File: src/rtl/vjtag_cmd_pkg.sv
// Shared constants, command classes and width helpers for the vJTAG command register.
package vjtag_cmd_pkg;

  // vJTAG instruction codes seen on ir_in
  localparam int IR_BYPASS = 0;
  localparam int IR_WRITE  = 1;
  localparam int IR_READ   = 2;

  // Fixed opcodes; channel writes use 1..N_CH
  localparam int OPC_NOP   = 0;
  localparam int OPC_RDSEL = 14;
  localparam int OPC_CLEAR = 15;

  // Error counter width and its saturation value
  localparam int ERR_CNT_W = 8;

  // Decoded meaning of a captured frame
  typedef enum logic [2:0] {
    CMD_NOP,
    CMD_WRITE,
    CMD_RDSEL,
    CMD_CLEAR,
    CMD_REJECT
  } cmd_e;

  // Full DR length: opcode in the MSBs, payload in the LSBs
  function automatic int dr_width(input int opc_w, input int pay_w);
    return opc_w + pay_w;
  endfunction

  // Bit counter is one bit wider than needed for DR_W so over-long frames
  // stay distinguishable from exact-length frames until it saturates
  function automatic int bitcnt_width(input int dr_w);
    return $clog2(dr_w) + 1;
  endfunction

  // Width of the readback channel selector, at least one bit
  function automatic int sel_width(input int n_ch);
    return (n_ch > 1) ? $clog2(n_ch) : 1;
  endfunction

  // Readback layout: {err_sticky, rd_sel zero-extended, ch_data[rd_sel]}
  function automatic int rb_err_bit(input int opc_w, input int pay_w);
    return opc_w + pay_w - 1;
  endfunction

  function automatic int rb_sel_w(input int opc_w);
    return opc_w - 1;
  endfunction

endpackage

File: src/rtl/vjtag_shift_ctl.sv
// DR shift register, frame bit counter, bypass flop and tdo mux for the vJTAG port.
module vjtag_shift_ctl
  import vjtag_cmd_pkg::*;
#(
  parameter int IR_W = 2,
  parameter int DR_W = 32
) (
  input  logic            tck,
  input  logic            aclr,
  input  logic [IR_W-1:0] ir_in,
  input  logic            tdi,
  input  logic            st_cdr,
  input  logic            st_sdr,
  input  logic            st_udr,
  input  logic [DR_W-1:0] rd_word,
  output logic            tdo,
  output logic [DR_W-1:0] sr,
  output logic            frame_ok
);

  localparam int BCW = bitcnt_width(DR_W);
  localparam logic [BCW-1:0] BC_MAX = '1;

  logic [BCW-1:0] bitcnt;
  logic           byp;
  logic           is_byp;
  logic           is_write;
  logic           is_read;

  assign is_byp   = (ir_in == IR_W'(IR_BYPASS));
  assign is_write = (ir_in == IR_W'(IR_WRITE));
  assign is_read  = (ir_in == IR_W'(IR_READ));

  // A frame is well-formed only when exactly DR_W bits were shifted since capture
  assign frame_ok = (bitcnt == BCW'(DR_W));

  // Capture/shift state; update cycles take priority and leave the shifter alone
  always_ff @(posedge tck or posedge aclr) begin
    if (aclr) begin
      sr     <= '0;
      bitcnt <= '0;
      byp    <= 1'b0;
    end else if (!st_udr) begin
      if (st_cdr) begin
        if (is_write) begin
          sr     <= '0;
          bitcnt <= '0;
        end else if (is_read) begin
          sr     <= rd_word;
          bitcnt <= '0;
        end
      end else if (st_sdr) begin
        if (is_write || is_read) begin
          sr <= {tdi, sr[DR_W-1:1]};
          if (bitcnt != BC_MAX) begin
            bitcnt <= bitcnt + 1'b1;
          end
        end else if (is_byp) begin
          byp <= tdi;
        end
      end
    end
  end

  // tdo follows the register selected by the current instruction
  always_comb begin
    tdo = 1'b0;
    if (is_byp) begin
      tdo = byp;
    end else if (is_write || is_read) begin
      tdo = sr[0];
    end
  end

endmodule

File: src/rtl/vjtag_cmd_decoder.sv
// vJTAG command register: frame decode, channel register file, readback select and error tracking.
module vjtag_cmd_decoder
  import vjtag_cmd_pkg::*;
#(
  parameter int OPC_W = 4,
  parameter int PAY_W = 28,
  parameter int N_CH  = 4,
  parameter int IR_W  = 2,
  parameter int LED_W = 10
) (
  input  logic                  tck,
  input  logic                  aclr,
  input  logic [IR_W-1:0]       ir_in,
  input  logic                  tdi,
  input  logic                  st_cdr,
  input  logic                  st_sdr,
  input  logic                  st_udr,
  output logic                  tdo,
  output logic [N_CH*PAY_W-1:0] ch_data,
  output logic [N_CH-1:0]       ch_valid,
  output logic [N_CH-1:0]       upd_toggle,
  output logic [N_CH-1:0]       mode,
  output logic [LED_W-1:0]      led,
  output logic                  err_sticky,
  output logic [ERR_CNT_W-1:0]  err_cnt
);

  localparam int DR_W     = dr_width(OPC_W, PAY_W);
  localparam int SEL_W    = sel_width(N_CH);
  localparam int RB_SEL_W = rb_sel_w(OPC_W);

  logic [DR_W-1:0]  sr;
  logic [DR_W-1:0]  rd_word;
  logic             frame_ok;
  logic             armed;
  logic [SEL_W-1:0] rd_sel;
  logic [PAY_W-1:0] ch_reg [N_CH];

  logic             is_write;
  logic             cmd_fire;
  logic [OPC_W-1:0] opc;
  logic [PAY_W-1:0] pay;
  cmd_e             cmd;
  logic [N_CH-1:0]  wr_onehot;

  assign is_write = (ir_in == IR_W'(IR_WRITE));
  assign cmd_fire = st_udr && is_write && armed;
  assign opc      = sr[DR_W-1:PAY_W];
  assign pay      = sr[PAY_W-1:0];

  // Readback word loaded into the shifter on a READ capture
  always_comb begin
    rd_word                          = '0;
    rd_word[rb_err_bit(OPC_W, PAY_W)] = err_sticky;
    rd_word[PAY_W +: RB_SEL_W]       = RB_SEL_W'(rd_sel);
    rd_word[PAY_W-1:0]               = ch_reg[rd_sel];
  end

  vjtag_shift_ctl #(
    .IR_W (IR_W),
    .DR_W (DR_W)
  ) u_shift (
    .tck      (tck),
    .aclr     (aclr),
    .ir_in    (ir_in),
    .tdi      (tdi),
    .st_cdr   (st_cdr),
    .st_sdr   (st_sdr),
    .st_udr   (st_udr),
    .rd_word  (rd_word),
    .tdo      (tdo),
    .sr       (sr),
    .frame_ok (frame_ok)
  );

  // Flatten the register file onto the ch_data bus, ch0 in the LSBs
  for (genvar k = 0; k < N_CH; k++) begin : g_ch_out
    assign ch_data[k*PAY_W +: PAY_W] = ch_reg[k];
  end

  // Classify the captured frame; a wrong bit count overrides any opcode.
  // RDSEL compares the whole payload so an out-of-range channel number is
  // rejected rather than silently aliased onto a valid one.
  always_comb begin
    cmd       = CMD_REJECT;
    wr_onehot = '0;
    if (opc == OPC_W'(OPC_NOP)) begin
      cmd = CMD_NOP;
    end else if (opc == OPC_W'(OPC_RDSEL)) begin
      if (pay < PAY_W'(N_CH)) begin
        cmd = CMD_RDSEL;
      end
    end else if (opc == OPC_W'(OPC_CLEAR)) begin
      cmd = CMD_CLEAR;
    end else if (int'(opc) <= N_CH) begin
      cmd       = CMD_WRITE;
      wr_onehot = N_CH'(1) << (opc - OPC_W'(1));
    end
    if (!frame_ok) begin
      cmd       = CMD_REJECT;
      wr_onehot = '0;
    end
  end

  // A WRITE capture arms exactly one update; update consumes it
  always_ff @(posedge tck or posedge aclr) begin
    if (aclr) begin
      armed <= 1'b0;
    end else if (st_udr) begin
      if (is_write && armed) begin
        armed <= 1'b0;
      end
    end else if (st_cdr && is_write) begin
      armed <= 1'b1;
    end
  end

  // Channel register file plus the per-write side outputs
  always_ff @(posedge tck or posedge aclr) begin
    if (aclr) begin
      for (int k = 0; k < N_CH; k++) begin
        ch_reg[k] <= '0;
      end
      ch_valid   <= '0;
      upd_toggle <= '0;
      mode       <= '0;
      led        <= '0;
    end else if (cmd_fire) begin
      if (cmd == CMD_WRITE) begin
        for (int k = 0; k < N_CH; k++) begin
          if (wr_onehot[k]) begin
            ch_reg[k]     <= pay;
            ch_valid[k]   <= 1'b1;
            upd_toggle[k] <= ~upd_toggle[k];
          end
        end
        mode <= wr_onehot;
        led  <= pay[LED_W-1:0];
      end else if (cmd == CMD_CLEAR) begin
        for (int k = 0; k < N_CH; k++) begin
          ch_reg[k] <= '0;
        end
        ch_valid <= '0;
        mode     <= '0;
        led      <= '0;
      end
    end
  end

  // Readback channel selector
  always_ff @(posedge tck or posedge aclr) begin
    if (aclr) begin
      rd_sel <= '0;
    end else if (cmd_fire && (cmd == CMD_RDSEL)) begin
      rd_sel <= pay[SEL_W-1:0];
    end
  end

  // Rejected frames set the sticky flag and bump a saturating counter
  always_ff @(posedge tck or posedge aclr) begin
    if (aclr) begin
      err_sticky <= 1'b0;
      err_cnt    <= '0;
    end else if (cmd_fire && (cmd == CMD_REJECT)) begin
      err_sticky <= 1'b1;
      if (err_cnt != '1) begin
        err_cnt <= err_cnt + 1'b1;
      end
    end
  end

endmodule
File: config.mk
export PLATFORM = sky130hd
export DESIGN_NAME = vjtag_cmd_decoder
export DESIGN_NICKNAME = d
export VERILOG_FILES = /design/src/rtl/vjtag_cmd_pkg.sv /design/src/rtl/vjtag_shift_ctl.sv /design/src/rtl/vjtag_cmd_decoder.sv
export SDC_FILE = /design/constraint.sdc
export NUM_CORES = 1
export LEC_CHECK = 0
export ABC_CLOCK_PERIOD_IN_PS = 7250
export CAP_MARGIN = 30
export CORE_ASPECT_RATIO = 0.75
export CORE_UTILIZATION = 25
export DETAILED_ROUTE_END_ITERATION = 6
export PLACE_DENSITY_LB_ADDON = 0.15
export SETUP_SLACK_MARGIN = 0.5
export SLEW_MARGIN = 0
export SYNTH_ARGS = -nofsm -noshare
export SYNTH_HDL_FRONTEND = slang
export SYNTH_SLANG_ARGS = --single-unit
File: constraint.sdc
create_clock -name tck -period 7.25 [get_ports tck]
set_input_delay 0.725 -clock tck [delete_from_list [all_inputs] [get_ports tck]]
set_output_delay 0.725 -clock tck [all_outputs]
set_load 0.005 [all_outputs]
==> results.md <==
* Post-CTS sizing at 0
* Max transition margin at 31.9%
* Tot GR Track Use at 16.6%
* Post-Synthesis Cells at 677
* Bufs and invs on worst path at 1
* CP max stage cell: nor2_4
* CP endpoint: ch_data[101]
* Critical-path cell list: clkdlybuf4s50_1 -> ha_1 -> and3_1 -> and3_1 -> nand2_1 -> nor2_4 -> a22o_1
* Count of nets after finishing at 825
* Most frequent cells in the layout: dfrtp_1 (183), clkdlybuf4s50_1 (151), a22o_1 (88)
* Initial Util at 25.7%
* DRC Markers at 0
* Root buffer cell: clkbuf_16
* Die X at 214 microns
* Max Cap Viol at 0
* 1st-pass router iterations at 5
* Post-synth EDFFs at 0
* Die Ht at 161 microns
* Ys Warns at 0
* Count of unique library cells instantiated by Yosys at 57
* DR vias at 6232
* Syn Nets at 693
* Hold WS at 0.472 ns
* IO buf count at 151
* Post CTS Setup Buffer Count at 0
* Launch point of the worst path: ir_in[0]
* Data arrival, critical path at 3.74 ns
* Antenna viol nets, final at 0
* CP Class: in2reg
* HP Class: reg2reg
* Drt total wl at 27700 microns
* Area Overhead vs Synth at 30.2%
* Maximum vdd ir drop at 145 uV
* Max Fclk at 296 MHz
* Largest net degree at the start of global routing at 96
* Top Family by Delay on Critical Path: simple AND/OR/NAND/NOR gates
* Worst reg-to-reg path cell count at 7
* DR vias/cell at 4.93
* First-pass GRT wire length at 42200 microns
* Worst slew pin tran at 1.02 ns
* Htree depth at 4
* Vias in the first global route at 6344
* Post-route setup TNS at 0 ns
* Reg2reg start: u_shift.sr[28]
* RSZ-0062 raised after global routing: no
* Num CTS Buffers at 17
* Hold buffers post-CTS at 0
* Fraction of layout cells with a size suffix above 1 at 11.8%
* Clock transition at path regs at 0.07 ns
* Filler cells at 3263
* Yosys top cell area share at 55.1%
* LEAKAGE at 4.76 nW
* Final setup violation count at 0
* Setup crit start kind: input port
* Critical Path Fanout Max at 25
* Seq cells post-synth at 185
* Post-route cell area at 0.0109 sq mm
* I/O Pins at 152
* Average size of a mapped cell at 12.4 sq um
* Global route overflow at 0
* RD Place Congestion at 0.780
* Dpl cell area at 0.0103 sq mm
* Slew Limit Fails at 0
* Core Region at 0.0327 sq mm
* Routed len/inst at 21.9 microns
* Critical Path Most Common Cell: and3_1
* Worst path depth at 7
* Final hold violation count at 0
* Area leader, netlist: dfrtp_1
* Commonest non-fill, non-tap cell in the layout: dfrtp_1
* CP required at 7.62 ns
* Main synth FF type: dfrtp_1
* Status: finished clean
* Period utilization at 46.6%
* Die area at 0.0343 sq mm
* R2R Setup Slk at 4.16 ns
* Slowest cell delay on critical path at 0.79 ns
* Area contributors post-synth: dfrtp_1 (55%), a22o_1 (9.2%), mux4_2 (7.5%)
* CTS Sinks at 185
* Cell area after synthesis at 0.00840 sq mm
* Initial DRC count at 400
* Skew-Pair Late Insertion Delay at 0.44 ns
* Std-Cell Rows at 57
* CTS tree: done
* Initial antenna violation count at 1
* Clock buffer depth at 2
* PwrDens at 225 mW/mm^2
* Fin crit period at 3.38 ns
* Critical Path End Type: register
* HPWL after DPL at 18800 microns
* Reg2reg end: ch_data[101]
* N_diodes at 0
* Setup Skew at 0.0132 ns
* Seq/Total Area, Yosys at 55.1%
* Async set-or-reset flop fraction in the synthesized netlist at 100%
## metal layers
metal  routed length [microns]  up-vias  track usage, %
li1                          -     2808               -
met1                     13700     3244            25.2
met2                     12400      165            24.1
met3                      1430       15            3.38
met4                       214        0            3.51
met5                         0        -               0
## synth_stat cells (3+ instances only)
cell type / n
clkbuf_1: 17
o21ai_4: 3
o2bb2ai_1: 13
mux4_2: 28
mux2_2: 4
o21ai_0: 9
inv_1: 48
buf_2: 13
nand3_1: 15
ha_1: 8
nand2_1: 50
o211ai_1: 3
and3_1: 8
nor3_1: 4
dfrtp_1: 185
buf_4: 5
a21o_1: 5
o22ai_1: 12
a221oi_1: 30
nor2_1: 12
nand3b_1: 3
a21oi_1: 36
nor4_1: 6
buf_6: 14
a22o_1: 88
xor2_1: 11
a22o_2: 3
xnor2_1: 6
## state kept, by name, summed over array words and instances, names as in the netlist
signal	flops
ch_data	112
u_shift.sr	32
led	10
err_cnt	8
u_shift.bitcnt	6
ch_valid	4
mode	4
upd_toggle	4
rd_sel	2
armed	1
err_sticky	1
u_shift.byp	1
## cell families (layout without fill, tap and decap cells)
family          after synthesis  count (layout)  synth area share (%)
compound gates              217             217                  20.4
flops                       185             185                  55.1
simple gates                118             118                  7.15
buf+inv                     100             245                  6.27
mux                          32              32                  8.05
xor+xnor                     17              17                  1.77
fa+ha+maj                     8               8                  1.19
## where the power goes
part	leakage, nW	internal [mW]	switching (mW)
registers	2.43	1.09	0.127
clock network	0.306	0.594	0.436
logic	2.02	0.0909	0.127
total	4.76	1.78	0.689
## per-stage QoR
step	util (%)	total power, mW	worst slack [ns]	cells
3_5_place_dp	31.4	1.46	3.37	1231
5_1_grt	33.4	2.57	3.63	1264
3_3_place_gp	31.2	1.45	3.31	1228
6_report	33.4	2.46	3.87	1264
4_1_cts	33.3	2.49	3.82	1263
2_1_floorplan	-	1.35	1.50	677
## area by class of cell
| cell class | instances | area [sq um] | area share, % |
|---|---|---|---|
| flip-flops and latches | 185 | 4630 | 42.4 |
| well taps | 442 | 553 | 5.06 |
| inverters | 50 | 195 | 1.79 |
| repair buffers | 163 | 1660 | 15.2 |
| clock inverters | 12 | 185 | 1.69 |
| clock buffers | 20 | 447 | 4.09 |
| multi-input cells | 392 | 3260 | 29.8 |
## worst min-delay path by stage
stage / start / endpoint / cells past startpoint
2_1_floorplan: led[0] / led[0] / 2
3_3_place_gp: upd_toggle[0] / upd_toggle[0] / 1
3_5_place_dp: upd_toggle[2] / upd_toggle[2] / 1
4_1_cts: upd_toggle[2] / upd_toggle[2] / 1
5_1_grt: upd_toggle[0] / upd_toggle[0] / 1
6_report: upd_toggle[2] / upd_toggle[2] / 1
No activity file was read; power rests on OpenSTA's default activity.
